==> config.mk <==
export PLATFORM = sky130hd
export DESIGN_NAME = tt_sweep_capture
export DESIGN_NICKNAME = d
export VERILOG_FILES = /design/src/rtl/tt_sweep_capture_pkg.sv /design/src/rtl/tt_word_packer.sv /design/src/rtl/tt_sweep_capture.sv
export SDC_FILE = /design/constraint.sdc
export NUM_CORES = 1
export LEC_CHECK = 0
export ABC_AREA = 1
export BUFFER_PORTS_ARGS = -buffer_cell sky130_fd_sc_hd__buf_2
export CAP_MARGIN = 20
export CORE_ASPECT_RATIO = 0.7
export CORE_MARGIN = 5
export CORE_UTILIZATION = 40
export CTS_CLUSTER_SIZE = 12
export DETAILED_ROUTE_END_ITERATION = 10
export PLACE_DENSITY = 0.7
export SYNTH_ARGS = -nofsm -noshare
export SYNTH_HDL_FRONTEND = slang
export SYNTH_SLANG_ARGS = --single-unit
export TNS_END_PERCENT = 100
==> constraint.sdc <==
create_clock -name clk -period 1.9 [get_ports clk]
set_input_delay 0.095 -clock clk [delete_from_list [all_inputs] [get_ports clk]]
set_output_delay 0.095 -clock clk [all_outputs]
set_load 0.005 [all_outputs]
==> src/rtl/tt_sweep_capture_pkg.sv <==
// Shared types and sizing for the truth-table sweep/capture harness.
package tt_sweep_capture_pkg;

  typedef enum logic [1:0] {
    StIdle,
    StSweep,
    StDrain
  } state_e;

  localparam int unsigned N_IN_DEF   = 8;
  localparam int unsigned WORD_DEF   = 32;
  localparam int unsigned N_MINTERMS = 2 ** N_IN_DEF;
  localparam int unsigned N_WORDS    = N_MINTERMS / WORD_DEF;

  function automatic int unsigned idx_width(input int unsigned word);
    return $clog2(word);
  endfunction

endpackage

==> src/rtl/tt_word_packer.sv <==
// Packs one sample per cycle into a word and holds completed words in a
// single-entry valid/ready output buffer.
module tt_word_packer #(
  parameter int unsigned WORD  = 32,
  parameter int unsigned IDX_W = 5
) (
  input  logic             clk,
  input  logic             rst,
  input  logic             sample,
  input  logic             y,
  input  logic [IDX_W-1:0] idx,
  input  logic             last,
  input  logic             out_ready,
  output logic             out_valid,
  output logic [WORD-1:0]  out_data,
  output logic             out_last
);

  logic [WORD-2:0] pack_q, pack_d;
  logic [WORD-1:0] data_q, data_d;
  logic            valid_q, valid_d;
  logic            last_q, last_d;
  logic            word_end;
  logic            accept;

  assign word_end = (idx == IDX_W'(WORD - 1));
  assign accept   = valid_q && out_ready;

  always_comb begin
    pack_d  = pack_q;
    data_d  = data_q;
    valid_d = valid_q;
    last_d  = last_q;
    if (accept) begin
      valid_d = 1'b0;
      last_d  = 1'b0;
    end
    // A completing sample overrides the accept so the buffer refills with no bubble.
    if (sample) begin
      if (word_end) begin
        data_d  = {y, pack_q};
        valid_d = 1'b1;
        last_d  = last;
      end else begin
        pack_d[idx] = y;
      end
    end
  end

  always_ff @(posedge clk) begin
    if (rst) begin
      pack_q  <= '0;
      data_q  <= '0;
      valid_q <= 1'b0;
      last_q  <= 1'b0;
    end else begin
      pack_q  <= pack_d;
      data_q  <= data_d;
      valid_q <= valid_d;
      last_q  <= last_d;
    end
  end

  assign out_valid = valid_q;
  assign out_data  = data_q;
  assign out_last  = last_q;

endmodule

==> src/rtl/tt_sweep_capture.sv <==
// Sweeps all input minterms of a combinational function, samples its output
// and streams the resulting truth table as packed words.
module tt_sweep_capture
  import tt_sweep_capture_pkg::*;
#(
  parameter int unsigned N_IN = N_IN_DEF,
  parameter int unsigned WORD = WORD_DEF
) (
  input  logic            clk,
  input  logic            rst,
  input  logic            start,
  output logic            busy,
  output logic [N_IN-1:0] x,
  input  logic            y,
  output logic            out_valid,
  input  logic            out_ready,
  output logic [WORD-1:0] out_data,
  output logic            out_last,
  output logic [N_IN:0]   ones_count,
  output logic            done
);

  localparam int unsigned IDX_W = idx_width(WORD);

  state_e           state_q, state_d;
  logic [N_IN-1:0]  x_q, x_d;
  logic [IDX_W-1:0] idx_q, idx_d;
  logic [N_IN:0]    ones_q, ones_d;
  logic             busy_q, busy_d;
  logic             done_q, done_d;
  logic             word_end;
  logic             stall;
  logic             last_x;
  logic             sample;

  assign word_end = (idx_q == IDX_W'(WORD - 1));
  // Only a word-completing sample needs the buffer free.
  assign stall    = word_end && out_valid && !out_ready;
  assign last_x   = (x_q == {N_IN{1'b1}});
  assign sample   = (state_q == StSweep) && !stall;

  always_comb begin
    state_d = state_q;
    x_d     = x_q;
    idx_d   = idx_q;
    ones_d  = ones_q;
    busy_d  = busy_q;
    done_d  = 1'b0;
    unique case (state_q)
      StIdle: begin
        if (start) begin
          x_d     = '0;
          idx_d   = '0;
          ones_d  = '0;
          busy_d  = 1'b1;
          state_d = StSweep;
        end
      end
      StSweep: begin
        if (sample) begin
          ones_d = ones_q + {{N_IN{1'b0}}, y};
          idx_d  = word_end ? '0 : idx_q + 1'b1;
          if (last_x) begin
            state_d = StDrain;
          end else begin
            x_d = x_q + 1'b1;
          end
        end
      end
      StDrain: begin
        if (out_valid && out_ready) begin
          done_d  = 1'b1;
          busy_d  = 1'b0;
          state_d = StIdle;
        end
      end
      default: state_d = StIdle;
    endcase
  end

  always_ff @(posedge clk) begin
    if (rst) begin
      state_q <= StIdle;
      x_q     <= '0;
      idx_q   <= '0;
      ones_q  <= '0;
      busy_q  <= 1'b0;
      done_q  <= 1'b0;
    end else begin
      state_q <= state_d;
      x_q     <= x_d;
      idx_q   <= idx_d;
      ones_q  <= ones_d;
      busy_q  <= busy_d;
      done_q  <= done_d;
    end
  end

  tt_word_packer #(
    .WORD  (WORD),
    .IDX_W (IDX_W)
  ) u_packer (
    .clk       (clk),
    .rst       (rst),
    .sample    (sample),
    .y         (y),
    .idx       (idx_q),
    .last      (last_x),
    .out_ready (out_ready),
    .out_valid (out_valid),
    .out_data  (out_data),
    .out_last  (out_last)
  );

  assign x          = x_q;
  assign busy       = busy_q;
  assign ones_count = ones_q;
  assign done       = done_q;

endmodule
==> results of run 1 <==
stage by stage:
stage / hold WS, ns / TNS [ns] / instances / setup WS [ns] / cell area (µm²)
2_1_floorplan: 0.255 / 0 / 559 / 0.0870 / 4060
3_3_place_gp: 0.393 / 0 / 733 / 0.0858 / 4490
3_5_place_dp: 0.400 / -0.0845 / 733 / -0.0198 / 4490
4_1_cts: 0.0334 / -0.00540 / 749 / -0.00540 / 4800
5_1_grt: 0.0707 / 0 / 754 / 0.00380 / 4880
6_report: 0.0608 / 0 / 754 / 0.146 / 4880
routing by layer:
metal  wire length (µm)  up-vias
met5                  0        -
met4                102        0
met3                764       10
met2               4220      121
met1               4540     1652
li1                   -     1938
timing repair:
action / CTS / global route
setup buffers: 0 / 5
hold endpoints to repair: 0 / 0
pin swaps: 0 / 3
gates resized for setup: 2 / 12
gates cloned: 0 / 0
setup endpoints to repair: 17 / 77
hold buffers: 0 / 0
worst paths after layout:
path	startpoint	end	slack, ns	cells past startpoint
worst min register to register	u_packer.pack_q[18]	u_packer.pack_q[18]	0.46	2
worst min-delay path	out_ready	u_packer.out_valid	0.06	4
worst max register to register	x[1]	x[7]	0.15	8
worst max-delay path	x[1]	x[7]	0.15	8
where the power goes:
| part | internal [mW] | total, mW | switching [mW] |
|---|---|---|---|
| combinational | 0.139 | 0.400 | 0.261 |
| sequential | 1.94 | 1.96 | 0.0227 |
| clock | 1.04 | 1.83 | 0.797 |
| total | 3.11 | 4.19 | 1.08 |
cell families (layout without fill, tap and decap cells):
group / after synthesis / count (layout)
AOI/OAI and AO/OA: 99 / 99
adders and majority gates: 8 / 8
buffers and inverters: 67 / 134
DFF: 91 / 91
and+or+nand+nor: 294 / 294
layout make-up:
class | instances | area, µm² | share of cell area, %
sequential | 91 | 1820 | 37.4
clock buffer | 9 | 225 | 4.62
clock inverter | 7 | 80.1 | 1.64
multi-input combinational | 401 | 1950 | 40.0
tap | 128 | 160 | 3.28
timing repair buffer | 79 | 483 | 9.91
inverter | 39 | 154 | 3.16
critical path: stages (launching register included):
cell	delay [ns]
dfxtp_1	0.40
ha_1	0.19
nand2_1	0.12
nor2_1	0.27
nand3_2	0.28
nand2_2	0.23
nand2_1	0.07
nand2_1	0.06
nor2_1	0.04
flip-flops by register name, indices dropped and copies added (netlist names):
signal	flops
u_packer.out_last	1
x	8
state_q	2
ones_count	9
busy	1
u_packer.pack_q	31
idx_q	5
u_packer.out_data	32
done	1
u_packer.out_valid	1
cell usage in the layout, fill, tap and decap left out, types with 6 or more instances in the layout:
cell type    n
a21oi_1     54
buf_2       57
ha_1         6
nor3_4       6
nand2_1    118
o21ai_0     40
clkbuf_16    9
buf_4       18
nor2_1     103
nand3_1     49
inv_1       33
dfxtp_1     90
==> flow_summary.json, run 1 <==
{
  "use_met2_pct": 26.3,
  "synth-edff-count": 0,
  "routed_wl_um": 9620,
  "max_freq_mhz": 570,
  "cts.clk_slew.worst_paths_ns": 0.07,
  "netlist_instances": 559,
  "die_area_um2": 12300,
  "antenna_left": 0,
  "synth_common_cells": "nand2_1, nor2_1, dfxtp_1",
  "first_pass_iters": 5,
  "die_y_um": 94.2,
  "fin_crit_ns": 1.75,
  "die_x_um": 130,
  "required_ns": 2.15,
  "p_total_mw": 4.19,
  "skew_ns": 0.00808,
  "synthesis.nets": 572,
  "antenna_found_initial": 0,
  "crit_arrival_ns": 2.00,
  "vias": 3721,
  "timing.max_cap.violations": 0,
  "yosys_warnings": 0,
  "grt_max_degree": 59,
  "synth.most_common_cell": "nand2_1",
  "relSlewSlack_pct": 64.3,
  "hp-class": "in2reg",
  "use_met1_pct": 22.7,
  "netlist_area_um2": 4060,
  "synth_top_area_share_pct": 44.9,
  "layout-drive-gt1-share_pct": 19.8,
  "end_kind": "register",
  "clock-sinks": 91,
  "p_leak_nw": 2.15,
  "rsz0062_at_grt": "no",
  "worstMarginPinSlew_ns": 0.532,
  "ys_seq_area_share_pct": 44.9,
  "grt_usage_pct": 16.8,
  "gp_congestion": 0.812,
  "critPathLaunchType": "register",
  "crit_fanout": 10,
  "htree_levels": 3,
  "drt_iter0_markers": 232,
  "synth-simple-area-share_pct": 32.9,
  "cts_buffer_depth": 2,
  "port_buffers": 57,
  "rows": 30,
  "cts_tree": "built",
  "grt_pass1_wl_um": 16500,
  "via_per_inst": 4.94,
  "diodes": 0,
  "peakVddDrop_mv": 0.441,
  "synth-async-reset-ratio_pct": 0,
  "synthMuxAreaShare_pct": 0,
  "finalSetupViolCount": 0,
  "start_util_pct": 41.4,
  "top_usage_layer": "met2",
  "syn_area_per_cell_um2": 7.25,
  "cts-root-buf": "clkbuf_16",
  "grt_pass1_vias": 3465,
  "synthAdderAreaFrac_pct": 2.47,
  "synth_compound_area_share_pct": 12.2,
  "final_util_pct": 49.8,
  "synthTopCellsByArea": "dfxtp_1, nand2_1, nor2_1, a21oi_1, nand3_1",
  "drcViolationCount": 0,
  "cts_made_buffers": 9,
  "synth.distinct_cells": 29,
  "yosys_register_bits": 91,
  "status": "finished clean",
  "grt-ovfl-total": 0,
  "crit_type": "reg2reg",
  "yosysTopAreaCell": "dfxtp_1",
  "fill_cells": 949,
  "routedWlPerCell_um": 12.8,
  "synth_top_flop_cell": "dfxtp_1",
  "met3_usage_pct": 5.17,
  "period_share_pct": 92.3,
  "nets": 634,
  "area_growth_pct": 20.2,
  "hold_viol_final": 0,
  "finalMaxSlewViolations": 0,
  "io_pins": 58,
  "hpwl_um": 6580,
  "clk_latency_ns": 0.35,
  "synth_top_family_by_area": "simple AND/OR/NAND/NOR gates",
  "synth_xor_area_share_pct": 0,
  "coreArea_um2": 9800,
  "p_per_area_nw_per_um2": 860
}
No activity file was read; power rests on OpenSTA's default activity.
==> inputs of run 2 (changes only) <==
--- a/config.mk
+++ b/config.mk
@@ -8,12 +8,11 @@
 export ABC_AREA = 1
 export BUFFER_PORTS_ARGS = -buffer_cell sky130_fd_sc_hd__buf_2
 export CAP_MARGIN = 20
-export CORE_ASPECT_RATIO = 0.7
 export CORE_MARGIN = 5
-export CORE_UTILIZATION = 40
+export CORE_UTILIZATION = 34
 export CTS_CLUSTER_SIZE = 12
 export DETAILED_ROUTE_END_ITERATION = 10
-export PLACE_DENSITY = 0.7
+export PLACE_DENSITY = 0.63
 export SYNTH_ARGS = -nofsm -noshare
 export SYNTH_HDL_FRONTEND = slang
 export SYNTH_SLANG_ARGS = --single-unit
==> constraint.sdc (replaced) <==
create_clock -name clk -period 1.6 [get_ports clk]
set_input_delay 0.08 -clock clk [delete_from_list [all_inputs] [get_ports clk]]
set_output_delay 0.08 -clock clk [all_outputs]
set_load 0.005 [all_outputs]
==> flow_summary.json, run 2 (synthesis results as in run 1) <==
{
  "status": "finished, violations left",
  "violations": "negative setup slack",
  "peakVddDrop_mv": 0.576,
  "routedWlPerCell_um": 14.2,
  "antenna_found_initial": 0,
  "final_common_cell": "nand2_1",
  "grt-ovfl-total": 0,
  "period_share_pct": 110,
  "worst_path_max_delay_cell": "dfxtp_2",
  "routed_wl_um": 11300,
  "grt_usage_pct": 14.9,
  "critPathLaunchType": "register",
  "fin_setup_tns_ns": -2.69,
  "p_per_area_nw_per_um2": 958,
  "hold_viol_final": 0,
  "grt_max_degree": 59,
  "required_ns": 1.81,
  "fin_crit_ns": 1.76,
  "crit_fanout": 8,
  "first_pass_iters": 5,
  "coreArea_um2": 11600,
  "skew_ns": 0.00745,
  "io_pins": 58,
  "crit_arrival_ns": 1.98,
  "drt_iter0_markers": 258,
  "grt_pass1_vias": 3731,
  "gp_congestion": 0.891,
  "hpwl_um": 6650,
  "start_util_pct": 35.1,
  "die_area_um2": 14200,
  "fin_cells": 792,
  "hp-class": "in2reg",
  "largest_register_ffs": 32,
  "diodes": 0,
  "port_buffers": 57,
  "rsz0062_at_grt": "yes",
  "vias": 3946,
  "max_freq_mhz": 568,
  "clock-sinks": 91,
  "placed_area_um2": 4660,
  "clk_latency_ns": 0.35,
  "layout-drive-gt1-share_pct": 34.8,
  "antenna_left": 0,
  "cts-root-buf": "clkbuf_16",
  "cts_buffer_depth": 2,
  "finalSetupViolCount": 39,
  "cts_tree": "built",
  "relSlewSlack_pct": 62.7,
  "nets": 657,
  "fin_ws_ns": -0.162,
  "post-place-ws_ns": -0.181,
  "timing.max_cap.violations": 0,
  "max_stage_delay_ns": 0.34,
  "p_total_mw": 5.46,
  "htree_levels": 3,
  "final_cell_mix": "nand2_1, nor2_1, dfxtp_1",
  "path_cells": "ha_4 -> nand2_4 -> nor2_4 -> ha_4 -> buf_6 -> inv_6 -> nand2_8 -> buf_12 -> nor2_4 -> buf_12 -> nand2_1 -> nand2_1 -> a21oi_1",
  "end_kind": "register",
  "area_growth_pct": 40.6,
  "stdcell_area_um2": 5700,
  "rows": 39,
  "crit_type": "reg2reg",
  "cts.clk_slew.worst_paths_ns": 0.06,
  "place_inst": 761,
  "p_leak_nw": 2.45,
  "via_per_inst": 4.98,
  "die_y_um": 119,
  "drcViolationCount": 0,
  "cts_made_buffers": 9,
  "worstMarginPinSlew_ns": 0.557,
  "fill_cells": 1063,
  "grt_pass1_wl_um": 17500,
  "die_x_um": 119,
  "finalMaxSlewViolations": 0
}
run 2: changes by cell type in the layout (fill, tap and decap cells not counted), sizes merged:
cell      change
clkinv        +2
buf          +18
clkinvlp      -2
nor2          +1
bufinv        +2
clkbuf        +5
inv           -3
run 2: critical path, delay by kind of cell, from the launching register on:
kind | cells | cell delay (ns)
adder cells (fa/ha/maj) | 2 | 0.33
AO/OA/AOI/OAI | 1 | 0.05
buffers and inverters | 4 | 0.47
flip-flops | 1 | 0.34
AND/OR/NAND/NOR | 6 | 0.43
run 2: metal layers:
layer	vias up	track usage (%)	part of all wire [%]
li1	1984	-	-
met4	0	6.81	2.2
met3	18	3.51	4.7
met2	84	25.7	50
met5	-	0	0
met1	1860	17.6	43
run 2: final timing paths:
| check | start | endpoint | cells after the start | slack [ns] |
|---|---|---|---|---|
| min | out_ready | done | 3 | 0.03 |
| max reg2reg | idx_q[1] | u_packer.pack_q[26] | 13 | -0.16 |
| max | idx_q[1] | u_packer.pack_q[26] | 13 | -0.16 |
| min reg2reg | u_packer.pack_q[13] | u_packer.pack_q[13] | 2 | 0.46 |
run 2: timing repair:
action                                  in CTS  in global routing
resized for setup                           91                 59
cloned                                       4                  4
setup buffers                                4                  3
hold buffers                                 0                  0
endpoints found under the setup margin      57                 88
pin swaps                                    7                 20
run 2: metrics by stage:
stage | hold slack, ns | util, %
floorplan | 0.240 | -
global placement | 0.379 | 40.3
detailed placement | 0.381 | 40.3
CTS | 0.0259 | 46.4
global route | 0.0531 | 49.3
finish | 0.0308 | 49.3
run 2: final cells by class:
cell class | count | area, µm² | share of cell area, %
clock buffer | 11 | 253 | 4.43
clock inverter | 5 | 108 | 1.89
inverter | 39 | 183 | 3.20
multi-input combinational | 402 | 2310 | 40.5
sequential | 91 | 1830 | 32.0
tap | 143 | 179 | 3.14
timing repair buffer | 100 | 843 | 14.8
timing repair inverter | 1 | 3.75 | 0.0658
run 2: report_power, final:
part           internal, mW  switching (mW)
Combinational         0.239           0.372
Sequential             2.30          0.0325
Clock                  1.62           0.897
==> inputs of run 3 (changes only) <==
--- a/config.mk
+++ b/config.mk
@@ -9,10 +9,10 @@
 export BUFFER_PORTS_ARGS = -buffer_cell sky130_fd_sc_hd__buf_2
 export CAP_MARGIN = 20
 export CORE_MARGIN = 5
-export CORE_UTILIZATION = 34
+export CORE_UTILIZATION = 51
 export CTS_CLUSTER_SIZE = 12
 export DETAILED_ROUTE_END_ITERATION = 10
-export PLACE_DENSITY = 0.63
+export PLACE_DENSITY = 0.79
 export SYNTH_ARGS = -nofsm -noshare
 export SYNTH_HDL_FRONTEND = slang
 export SYNTH_SLANG_ARGS = --single-unit
==> flow_summary.json, run 3 (synthesis results as in run 1) <==
{
  "status": "finished, violations left",
  "routedWlPerCell_um": 15.0,
  "grt-ovfl-total": 0,
  "stdcell_area_um2": 5480,
  "via_per_inst": 5.40,
  "placed_area_um2": 4600,
  "relSlewSlack_pct": 60.7,
  "peakVddDrop_mv": 0.588,
  "p_per_area_nw_per_um2": 815,
  "grt_max_degree": 42,
  "hpwl_um": 6170,
  "crit_path_start": "idx_q[0]",
  "finalSetupViolCount": 71,
  "max_stage_delay_ns": 0.35,
  "worstRegToRegCells": 11,
  "io_pins": 58,
  "diodes": 0,
  "hp-class": "in2reg",
  "grt_pass1_vias": 3470,
  "cts_buffer_depth": 2,
  "clk_latency_ns": 0.36,
  "area_growth_pct": 35.0,
  "port_buffers": 57,
  "final_cell_mix": "nor2_1, dfxtp_1, nand2_1",
  "drt_iter0_markers": 270,
  "period_share_pct": 107,
  "fill_cells": 550,
  "cts.clk_slew.worst_paths_ns": 0.09,
  "fin_ws_ns": -0.117,
  "start_util_pct": 52.5,
  "p_leak_nw": 2.31,
  "end_kind": "register",
  "die_x_um": 99.2,
  "post-place-ws_ns": -0.162,
  "worst_path_max_delay_cell": "dfxtp_2",
  "fin_crit_ns": 1.72,
  "clock-sinks": 91,
  "crit_fanout": 7,
  "routed_wl_um": 11200,
  "die_y_um": 99.2,
  "crit_arrival_ns": 2.01,
  "grt_pass1_wl_um": 15800,
  "worstMarginPinSlew_ns": 0.587,
  "die_area_um2": 9830,
  "layout-drive-gt1-share_pct": 37.8,
  "max_freq_mhz": 582,
  "rsz0062_at_grt": "yes",
  "gp_congestion": 0.867,
  "drcViolationCount": 0,
  "grt_usage_pct": 19.2,
  "antenna_left": 0,
  "final_common_cell": "nor2_1",
  "cts-root-buf": "clkbuf_8",
  "rr_endpoint": "u_packer.pack_q[9]",
  "reg2reg_from": "idx_q[0]",
  "antenna_found_initial": 0,
  "rows": 32,
  "largest_register_ffs": 32,
  "htree_levels": 3,
  "first_pass_iters": 4,
  "timing.max_cap.violations": 0,
  "finalMaxSlewViolations": 0,
  "critical_path.endpoint": "u_packer.pack_q[9]",
  "hold_viol_final": 0,
  "required_ns": 1.90,
  "cts_made_buffers": 9,
  "critPathLaunchType": "register",
  "vias": 4036,
  "coreArea_um2": 7730,
  "crit_type": "reg2reg",
  "violations": "negative setup slack",
  "cts_tree": "built",
  "path_cells": "ha_4 -> nand2_4 -> nor2_4 -> ha_4 -> buf_6 -> inv_6 -> nand2_8 -> nor2_4 -> buf_6 -> nand3_1 -> a21oi_2",
  "r2r_setup_slack_ns": -0.12,
  "nets": 653,
  "skew_ns": 0.0134
}
==> run 3: cell count changes in the layout (fill, tap and decap cells not counted), sizes merged <==
cell / before / now
buf: 97 / 93
bufinv: 3 / 0
clkinvlp: 0 / 3
clkbuf: 14 / 13
clkinv: 2 / 3
dlygate4sd3: 0 / 1
nor2: 110 / 109
==> run 3: area by class of cell <==
cell class | count | area (µm²) | share of cell area, %
Multi-Input combinational cell | 401 | 2370 | 43.4
Sequential cell | 91 | 1830 | 33.3
Timing Repair Buffer | 97 | 766 | 14.0
Inverter | 39 | 186 | 3.40
Clock buffer | 10 | 138 | 2.51
Tap cell | 102 | 128 | 2.33
Clock inverter | 6 | 48.8 | 0.891
Timing Repair inverter | 1 | 8.76 | 0.160
==> run 3: repair_timing <==
item / CTS / global route
hold buffers: 1 / 0
endpoints found under the setup margin: 51 / 87
endpoints found under the hold margin: 1 / 0
gates resized for setup: 23 / 155
pin swaps: 8 / 44
cloned: 1 / 6
buffers inserted: 2 / 3
==> run 3: power breakdown <==
| group | switching (mW) | internal [mW] | leakage (nW) |
|---|---|---|---|
| Clock | 0.855 | 0.618 | 0.0851 |
| Sequential | 0.0308 | 2.30 | 0.736 |
| Combinational | 0.411 | 0.251 | 1.49 |
| Total | 1.30 | 3.17 | 2.31 |
==> run 3: worst min path at each step <==
stage / startpoint / cells after the start / slack [ns] / endpoint
after global routing: start / 5 / 0.13 / state_q[1]
after CTS: start / 5 / 0.08 / state_q[1]
after global placement: out_ready / 3 / 0.38 / done
after detailed placement: out_ready / 3 / 0.37 / done
after floorplan: out_ready / 2 / 0.24 / done
final: start / 5 / 0.09 / state_q[1]
==> run 3: critical path: cells and delay by family, from the launching register on <==
kind	cells	cell delay (ns)
AO/OA/AOI/OAI	1	0.17
adder cells (fa/ha/maj)	2	0.34
buffers and inverters	3	0.34
flip-flops	1	0.35
AND/OR/NAND/NOR	5	0.47
==> run 3: metal layers <==
| layer | wire length, µm | up-vias | track usage [%] | part of all wire [%] |
|---|---|---|---|---|
| li1 | - | 1966 | - | - |
| met1 | 4850 | 1891 | 24.8 | 43 |
| met2 | 5420 | 148 | 32.3 | 48 |
| met3 | 598 | 31 | 2.73 | 5.3 |
| met4 | 334 | 0 | 7.56 | 3.0 |
| met5 | 0 | - | 0 | 0 |
==> run 3: through the flow <==
stage	hold WS, ns	total power, mW	TNS [ns]	cells	util (%)
6_report	0.0909	4.46	-2.48	747	70.9
5_1_grt	0.132	4.65	-8.48	747	70.9
4_1_cts	0.0785	4.35	-4.01	739	63.7
3_5_place_dp	0.375	2.85	-5.86	719	59.6
3_3_place_gp	0.383	2.83	-2.13	719	59.6
2_1_floorplan	0.240	2.71	0	559	-
